### src/rtl/store_buffer.sv
// store_buffer: in-order write-back buffer between core stores and data memory.
// Latency: push to MemReq is one cycle; forwarding lookup is combinational.
// Backpressure: Stall (registered) is high while all DEPTH entries are occupied;
//   the core holds its store. Memory side holds MemReq/MemAdr/MemWData until MemAck.
//
// Ports:
//   clk, reset               rising-edge clock, asynchronous active-high reset
//   MemWrite/DataAdr/WriteData  core store request (accepted when Stall=0)
//   Stall                    buffer full
//   ReadAdr/FwdHit/FwdData   store-to-load forwarding lookup (word granular)
//   MemReq/MemAdr/MemWData   head-entry write request to data memory
//   MemAck                   memory accepts the head entry this cycle
//   Count/Empty              occupancy
//
// Optional feature: define STORE_BUFFER_FWD_EN to build the forwarding compare
// logic. Without it FwdHit/FwdData are tied to 0 and ReadAdr is ignored.

module store_buffer #(
  parameter int DEPTH = 4,
  parameter int AW    = 32,
  parameter int DW    = 32
) (
  input  logic                    clk,
  input  logic                    reset,
  input  logic                    MemWrite,
  input  logic [AW-1:0]           DataAdr,
  input  logic [DW-1:0]           WriteData,
  output logic                    Stall,
  input  logic [AW-1:0]           ReadAdr,
  output logic                    FwdHit,
  output logic [DW-1:0]           FwdData,
  output logic                    MemReq,
  output logic [AW-1:0]           MemAdr,
  output logic [DW-1:0]           MemWData,
  input  logic                    MemAck,
  output logic [$clog2(DEPTH):0]  Count,
  output logic                    Empty
);

  localparam int PW = $clog2(DEPTH);
  localparam int CW = PW + 1;

  localparam logic [0:0] IDLE  = 1'b0;
  localparam logic [0:0] DRAIN = 1'b1;

  logic [AW-1:0] ent_addr [DEPTH];
  logic [DW-1:0] ent_data [DEPTH];
  logic [PW-1:0] head, tail;
  logic [CW-1:0] cnt, cnt_next;
  logic          stall_q;
  logic [0:0]    state, state_next;
  logic          push, pop;

  assign push = MemWrite & ~stall_q;
  // DRAIN implies at least one entry, so an ack in IDLE can never underflow.
  assign pop  = (state == DRAIN) & MemAck;

  always_comb begin
    cnt_next = cnt;
    case ({push, pop})
      2'b10:   cnt_next = cnt + CW'(1);
      2'b01:   cnt_next = cnt - CW'(1);
      default: cnt_next = cnt;
    endcase
  end

  always_comb begin
    state_next = state;
    case (state)
      IDLE:    if (push) state_next = DRAIN;
      DRAIN:   if (cnt_next == '0) state_next = IDLE;
      default: state_next = IDLE;
    endcase
  end

  always_ff @(posedge clk or posedge reset) begin
    if (reset) begin
      head    <= '0;
      tail    <= '0;
      cnt     <= '0;
      stall_q <= 1'b0;
      state   <= IDLE;
      for (int i = 0; i < DEPTH; i++) begin
        ent_addr[i] <= '0;
        ent_data[i] <= '0;
      end
    end else begin
      if (push) begin
        ent_addr[tail] <= DataAdr;
        ent_data[tail] <= WriteData;
        tail           <= tail + PW'(1);
      end
      if (pop) begin
        head <= head + PW'(1);
      end
      cnt     <= cnt_next;
      // Stall is registered from next occupancy so a full-cycle pop frees the
      // slot for the held store on the following edge.
      stall_q <= (cnt_next == CW'(DEPTH));
      state   <= state_next;
    end
  end

  assign Stall    = stall_q;
  assign Count    = cnt;
  assign Empty    = (cnt == '0);
  assign MemReq   = (state == DRAIN);
  assign MemAdr   = MemReq ? ent_addr[head] : '0;
  assign MemWData = MemReq ? ent_data[head] : '0;

`ifdef STORE_BUFFER_FWD_EN
  logic [PW-1:0] idx;
  // Byte-offset bits do not take part in the word-address match.
  logic          unused_readadr_lsb;
  assign unused_readadr_lsb = ^ReadAdr[1:0];

  // Walk from oldest to youngest valid entry; a later match overrides an
  // earlier one so the youngest store wins. Only registered entries are
  // searched, so a store being pushed this cycle never forwards.
  always_comb begin
    FwdHit  = 1'b0;
    FwdData = '0;
    idx     = '0;
    for (int k = 0; k < DEPTH; k++) begin
      idx = head + PW'(k);
      if ((CW'(k) < cnt) && (ent_addr[idx][AW-1:2] == ReadAdr[AW-1:2])) begin
        FwdHit  = 1'b1;
        FwdData = ent_data[idx];
      end
    end
  end
`else
  logic unused_readadr;
  assign unused_readadr = ^ReadAdr;
  assign FwdHit  = 1'b0;
  assign FwdData = '0;
`endif

endmodule

### config.mk
export PLATFORM = sky130hd
export DESIGN_NAME = store_buffer
export DESIGN_NICKNAME = d
export VERILOG_FILES = /design/src/rtl/store_buffer.sv
export SDC_FILE = /design/constraint.sdc
export NUM_CORES = 1
export LEC_CHECK = 0
export CAP_MARGIN = 20
export CORE_MARGIN = 2
export CORE_UTILIZATION = 45
export CTS_CLUSTER_DIAMETER = 50
export DETAILED_ROUTE_END_ITERATION = 10
export DONT_BUFFER_PORTS = 1
export PLACE_DENSITY = 0.65
export SYNTH_ARGS = -nofsm -noshare
export SYNTH_HDL_FRONTEND = slang
export SYNTH_SLANG_ARGS = --single-unit
### constraint.sdc
create_clock -name clk -period 8.95 [get_ports clk]
set_input_delay 1.79 -clock clk [delete_from_list [all_inputs] [get_ports clk]]
set_output_delay 1.79 -clock clk [all_outputs]
set_load 0.03 [all_outputs]
# ---- Word level (Yosys, flattened, before mapping)
# Cells that the tools add are included.
dict set report op_classes {
  addsub 4
  order_cmp 3
  eq_ne 3
  muxes 16
  bitwise_logic 6
  reduce_logical 3
}
# cell count
set ops {}
lappend ops {{$bwmux W128} 2}
lappend ops {{$mux W32} 7}
lappend ops {{$bmux W32 S2} 2}
lappend ops {{$demux W32 S2} 1}
lappend ops {{$ge A3 B3 Y1 const B} 2}
lappend ops {{$logic_not A3 Y1} 2}
lappend ops {{$not A2 Y3} 2}
lappend ops {{$pmux W3 S2} 1}
lappend ops {{$add A2 B1 Y2 const B} 2}
lappend ops {{$add A3 B1 Y3 const B} 1}
lappend ops {{$eq A3 B3 Y1 const B} 1}
lappend ops {{$lt A3 B1 Y1 const B} 1}
lappend ops {{$sub A3 B1 Y3 const B} 1}
lappend ops {{$and A1 B1 Y1} 2}
lappend ops {{$eq A2 B1 Y1 const B} 1}
lappend ops {{$eq A2 B2 Y1 const B} 1}
lappend ops {{$mux W1} 2}
lappend ops {{$not A1 Y1} 2}
lappend ops {{$pmux W1 S2} 1}
lappend ops {{$logic_and A1 B1 Y1} 1}
dict set report word_totals {
  register_bits 265
  input_bits 100
  wordCells 48
}

# ---- Logic depth before layout (Yosys ltp)
dict set report logic_depth {
  word_depth 7
  ltp_mapped 9
  depth_no_buf 8
}

# ---- Worst setup path before layout
# OpenSTA, ideal clock, no wires.
dict set report synth_timing {
  path_kind {input to register}
  startpoint {input MemWrite}
  endpoint {register stall_q (netlist: Stall)}
  arrival_time_ps 3356
  required_ps 8872
  path_slack_ps 5516
  path_stages 9
  path_buffers 1
  path_cell_list {nor2b_1 buf_4 inv_1 ha_1 inv_1 fa_1 xor2_1 or3_1 a21oi_1}
}
dict set report synth_between {
  elab_chain_len 4
}
# element line_no
set synth_lines {}
lappend synth_lines {{start, declared} 25} ;# input logic MemWrite,
lappend synth_lines {{$and A1 B1 Y1 *} 54} ;# assign push = MemWrite & ~stall_q;
lappend synth_lines {{$eq A2 B1 Y1 or $eq A2 B2 Y1 (tied branches)} 60} ;# case ({push, pop})
lappend synth_lines {{$pmux W3 S2 *} 60}
lappend synth_lines {{$eq A3 B3 Y1 *} 99} ;# stall_q <= (cnt_next == CW'(DEPTH));
lappend synth_lines {{end signal, assigned} 99}
lappend synth_lines {{end, declared} 50} ;# logic stall_q;
# Mark *: on every way between the ends. The rest lies on a longest branch, timed or not.
# A chain may end at the register's enable or synchronous reset.

# ---- Final worst setup path
dict set report layout_timing {
  startpoint {register head[0]}
  endpoint {output MemAdr[10]}
}
dict set report layout_between {
  elab_chain_len 5
}
# element line_no
set layout_lines {}
lappend layout_lines {{start, declared} 48} ;# logic [PW-1:0] head, tail;
lappend layout_lines {{start signal, assigned} 94} ;# head <= head + PW'(1);
lappend layout_lines {{$not A2 Y3 (implied by the code)} 108} ;# assign MemAdr = MemReq ? ent_addr[head] : '0;
lappend layout_lines {{$bmux W32 S2} 108}
lappend layout_lines {{$mux W32 (implied by the code) (2 in series)} 108}
lappend layout_lines {{$mux W32} 108}
lappend layout_lines {{end, declared} 33} ;# output logic [AW-1:0] MemAdr,
# No other way between the ends. The select of a mux whose other input is x is not followed.

==> results.cfg <==
[global_routing]
grt.overflow.total = 0
grt_usage = 0.183
antenna_found_initial = 0
grt_pass1_vias = 7303
grt_max_degree = 77
grt_pass1_wl_um = 40800

[power_and_ir_drop]
p_per_area_mw_per_mm2 = 450
ir_drop_uv = 223
p_leak_nw = 5.68

[flow_run]
cap_violations = 0

[logic_synthesis]
yosys.area.top_type = dfrtp_1
synth_edf_count = 0
synth_most_common_cell = dfrtp_1
syn-instance-count = 772
syn_area_per_cell_um2 = 15.8
ys_ff_latch = 265
ys_warn_count = 0
synth_flop_cell = dfrtp_1
synth_cell_type_count = 29
async_flop_share = 1.00
seq_area_frac_synth = 0.544
synth_top_area_frac = 0.544
synthTopCellsByCount = 265 x dfrtp_1, 231 x mux2_2, 65 x and2_1, 64 x mux4_2, 47 x buf_4
syn_area_mm2 = 0.0122
yosys-top-cells-area = dfrtp_1 54%, mux2_2 21%, mux4_2 12%, and2_1 3.3%, buf_4 2.9%

[detailed_routing]
routed_wl_um = 25400
viasPerCell = 5.62
num_vias = 6358
wl_per_cell_um = 22.4
drtAntennaViolNets = 0
drc = 0
dr.first_iter.drc_count = 279
first_pass_iters = 4

[placement]
place_area_mm2 = 0.0123
portBuffers = 0
hpwl_um = 15400
gp_congestion = 0.769

[die]
coreArea_mm2 = 0.0268
start_util = 0.455
dieWidth_um = 169
row_count = 60
die_h_um = 169
ios = 203
die_area_mm2 = 0.0284

[run_status]
run_status = complete, no violations

[clock_tree]
ctsHoldBuffers = 0
cts_made_buffers = 30
cts.sinks = 265
clock_latency_ns = 0.54
htree_levels = 1
cts_setup_buffers = 0
cts_resized = 0
cts_tree = yes
root_buffer = clkbuf_16
path_clk_slew_ns = 0.06
cts_buffer_depth = 3

[sta]
setup_viol = 0
maxSlewHeadroom = 0.261
rsz0062_at_grt = no
period_needed_ns = 4.81
slew_violations = 0
fin_skew_ns = 0.0177
tns_ns = 0
fmax_mhz = 208
fin_crit_sh = 0.538
tightest_slew_ns = 1.11
hold_violations = 0

[setup_path]
worstPathRequired_ns = 7.16
cp_max_fo = 42
critPathKind = reg2out
crit_arrival_ns = 3.02
critPathCaptureType = primary output
startpoint_type = flip-flop

[cells_and_area]
fillers = 2240
drive_gt1_frac = 0.461
stdcell_area_mm2 = 0.0134
diodes = 0
nets = 872
syn_to_final_growth_pct = 9.87

[hold_path]
holdCritPathClass = reg2reg
## final timing paths
kind | cells past startpoint | endpoint | slack, ns | from
max | 3 | MemAdr[10] | 4.14 | head[0]
min | 1 | ent_data[35] | 0.49 | ent_data[35]
max reg2reg | 8 | Stall | 6.11 | MemReq
min reg2reg | 1 | ent_data[35] | 0.49 | ent_data[35]
max in group asynchronous | 3 | ent_addr[123] | 5.95 | reset
min in group asynchronous | 1 | ent_data[92] | 1.09 | reset
## logic make-up after synthesis
kind of cell | after synthesis | synth area share
multiplexers | 320 | 0.354
AO/OA/AOI/OAI | 8 | 0.00420
other | 1 | 0.000307
AND/OR/NAND/NOR | 79 | 0.0410
adder cells (fa/ha/maj) | 6 | 0.00677
XOR/XNOR | 5 | 0.00359
flip-flops | 265 | 0.544
buffers and inverters | 88 | 0.0461
## stage by stage
step | cells | worst slack (ns) | power (mW) | hold slack [ns] | utilization
floorplan | 804 | 3.66 | 4.35 | 0.459 | -
global placement | 1072 | 4.65 | 4.63 | 0.468 | 0.458
detailed placement | 1072 | 4.61 | 4.80 | 0.480 | 0.458
CTS | 1128 | 4.03 | 6.10 | 0.494 | 0.498
global route | 1131 | 3.92 | 6.36 | 0.506 | 0.500
finish | 1131 | 4.14 | 6.03 | 0.490 | 0.500
## where the power goes
group	switching [mW]	internal (mW)	total (mW)
clock	0.483	0.802	1.28
combinational	1.34	1.19	2.53
sequential	0.393	1.82	2.21
total	2.21	3.81	6.03
## state kept, by name, summed over array words and instances (netlist names)
| name | flops |
|---|---|
| ent_addr | 128 |
| ent_data | 128 |
| Count | 3 |
| head | 2 |
| tail | 2 |
| MemReq | 1 |
| Stall | 1 |
## cells in the final DEF (no fill, tap or decap), drive strengths merged
master / n
a211o: 1
a21oi: 3
and2: 65
buf: 10
bufinv: 3
clkbuf: 46
clkinv: 2
clkinvlp: 4
conb: 33
dfrtp: 265
fa: 1
ha: 5
inv: 9
mux2: 256
mux4: 64
nand2: 7
nand2b: 1
nand3: 1
nor2b: 2
nor3: 1
nor3b: 1
o211ai: 1
o21ai: 2
o32a: 1
or3: 1
xnor2: 3
xor2: 2
## worst max-delay path, cell delays in order, from the launching register on
cell,delay [ns]
dfrtp_4,0.75
buf_4,0.76
mux4_2,0.61
and2_1,0.29
## routing by layer
layer / track usage / wire length, um
met1: 0.217 / 10000
met2: 0.334 / 13400
met3: 0.0444 / 1400
met4: 0.0457 / 558
met5: 0 / 0
## final cells by class
class | instances | area, um2 | area share
repair buffers | 10 | 100 | 0.00747
flip-flops and latches | 265 | 6640 | 0.495
clock inverters | 10 | 140 | 0.0105
multi-input cells | 451 | 5130 | 0.383
clock buffers | 46 | 932 | 0.0695
well taps | 341 | 427 | 0.0318
inverters | 8 | 33.8 | 0.00252
Note: power is estimated with default switching activity, not from simulation.
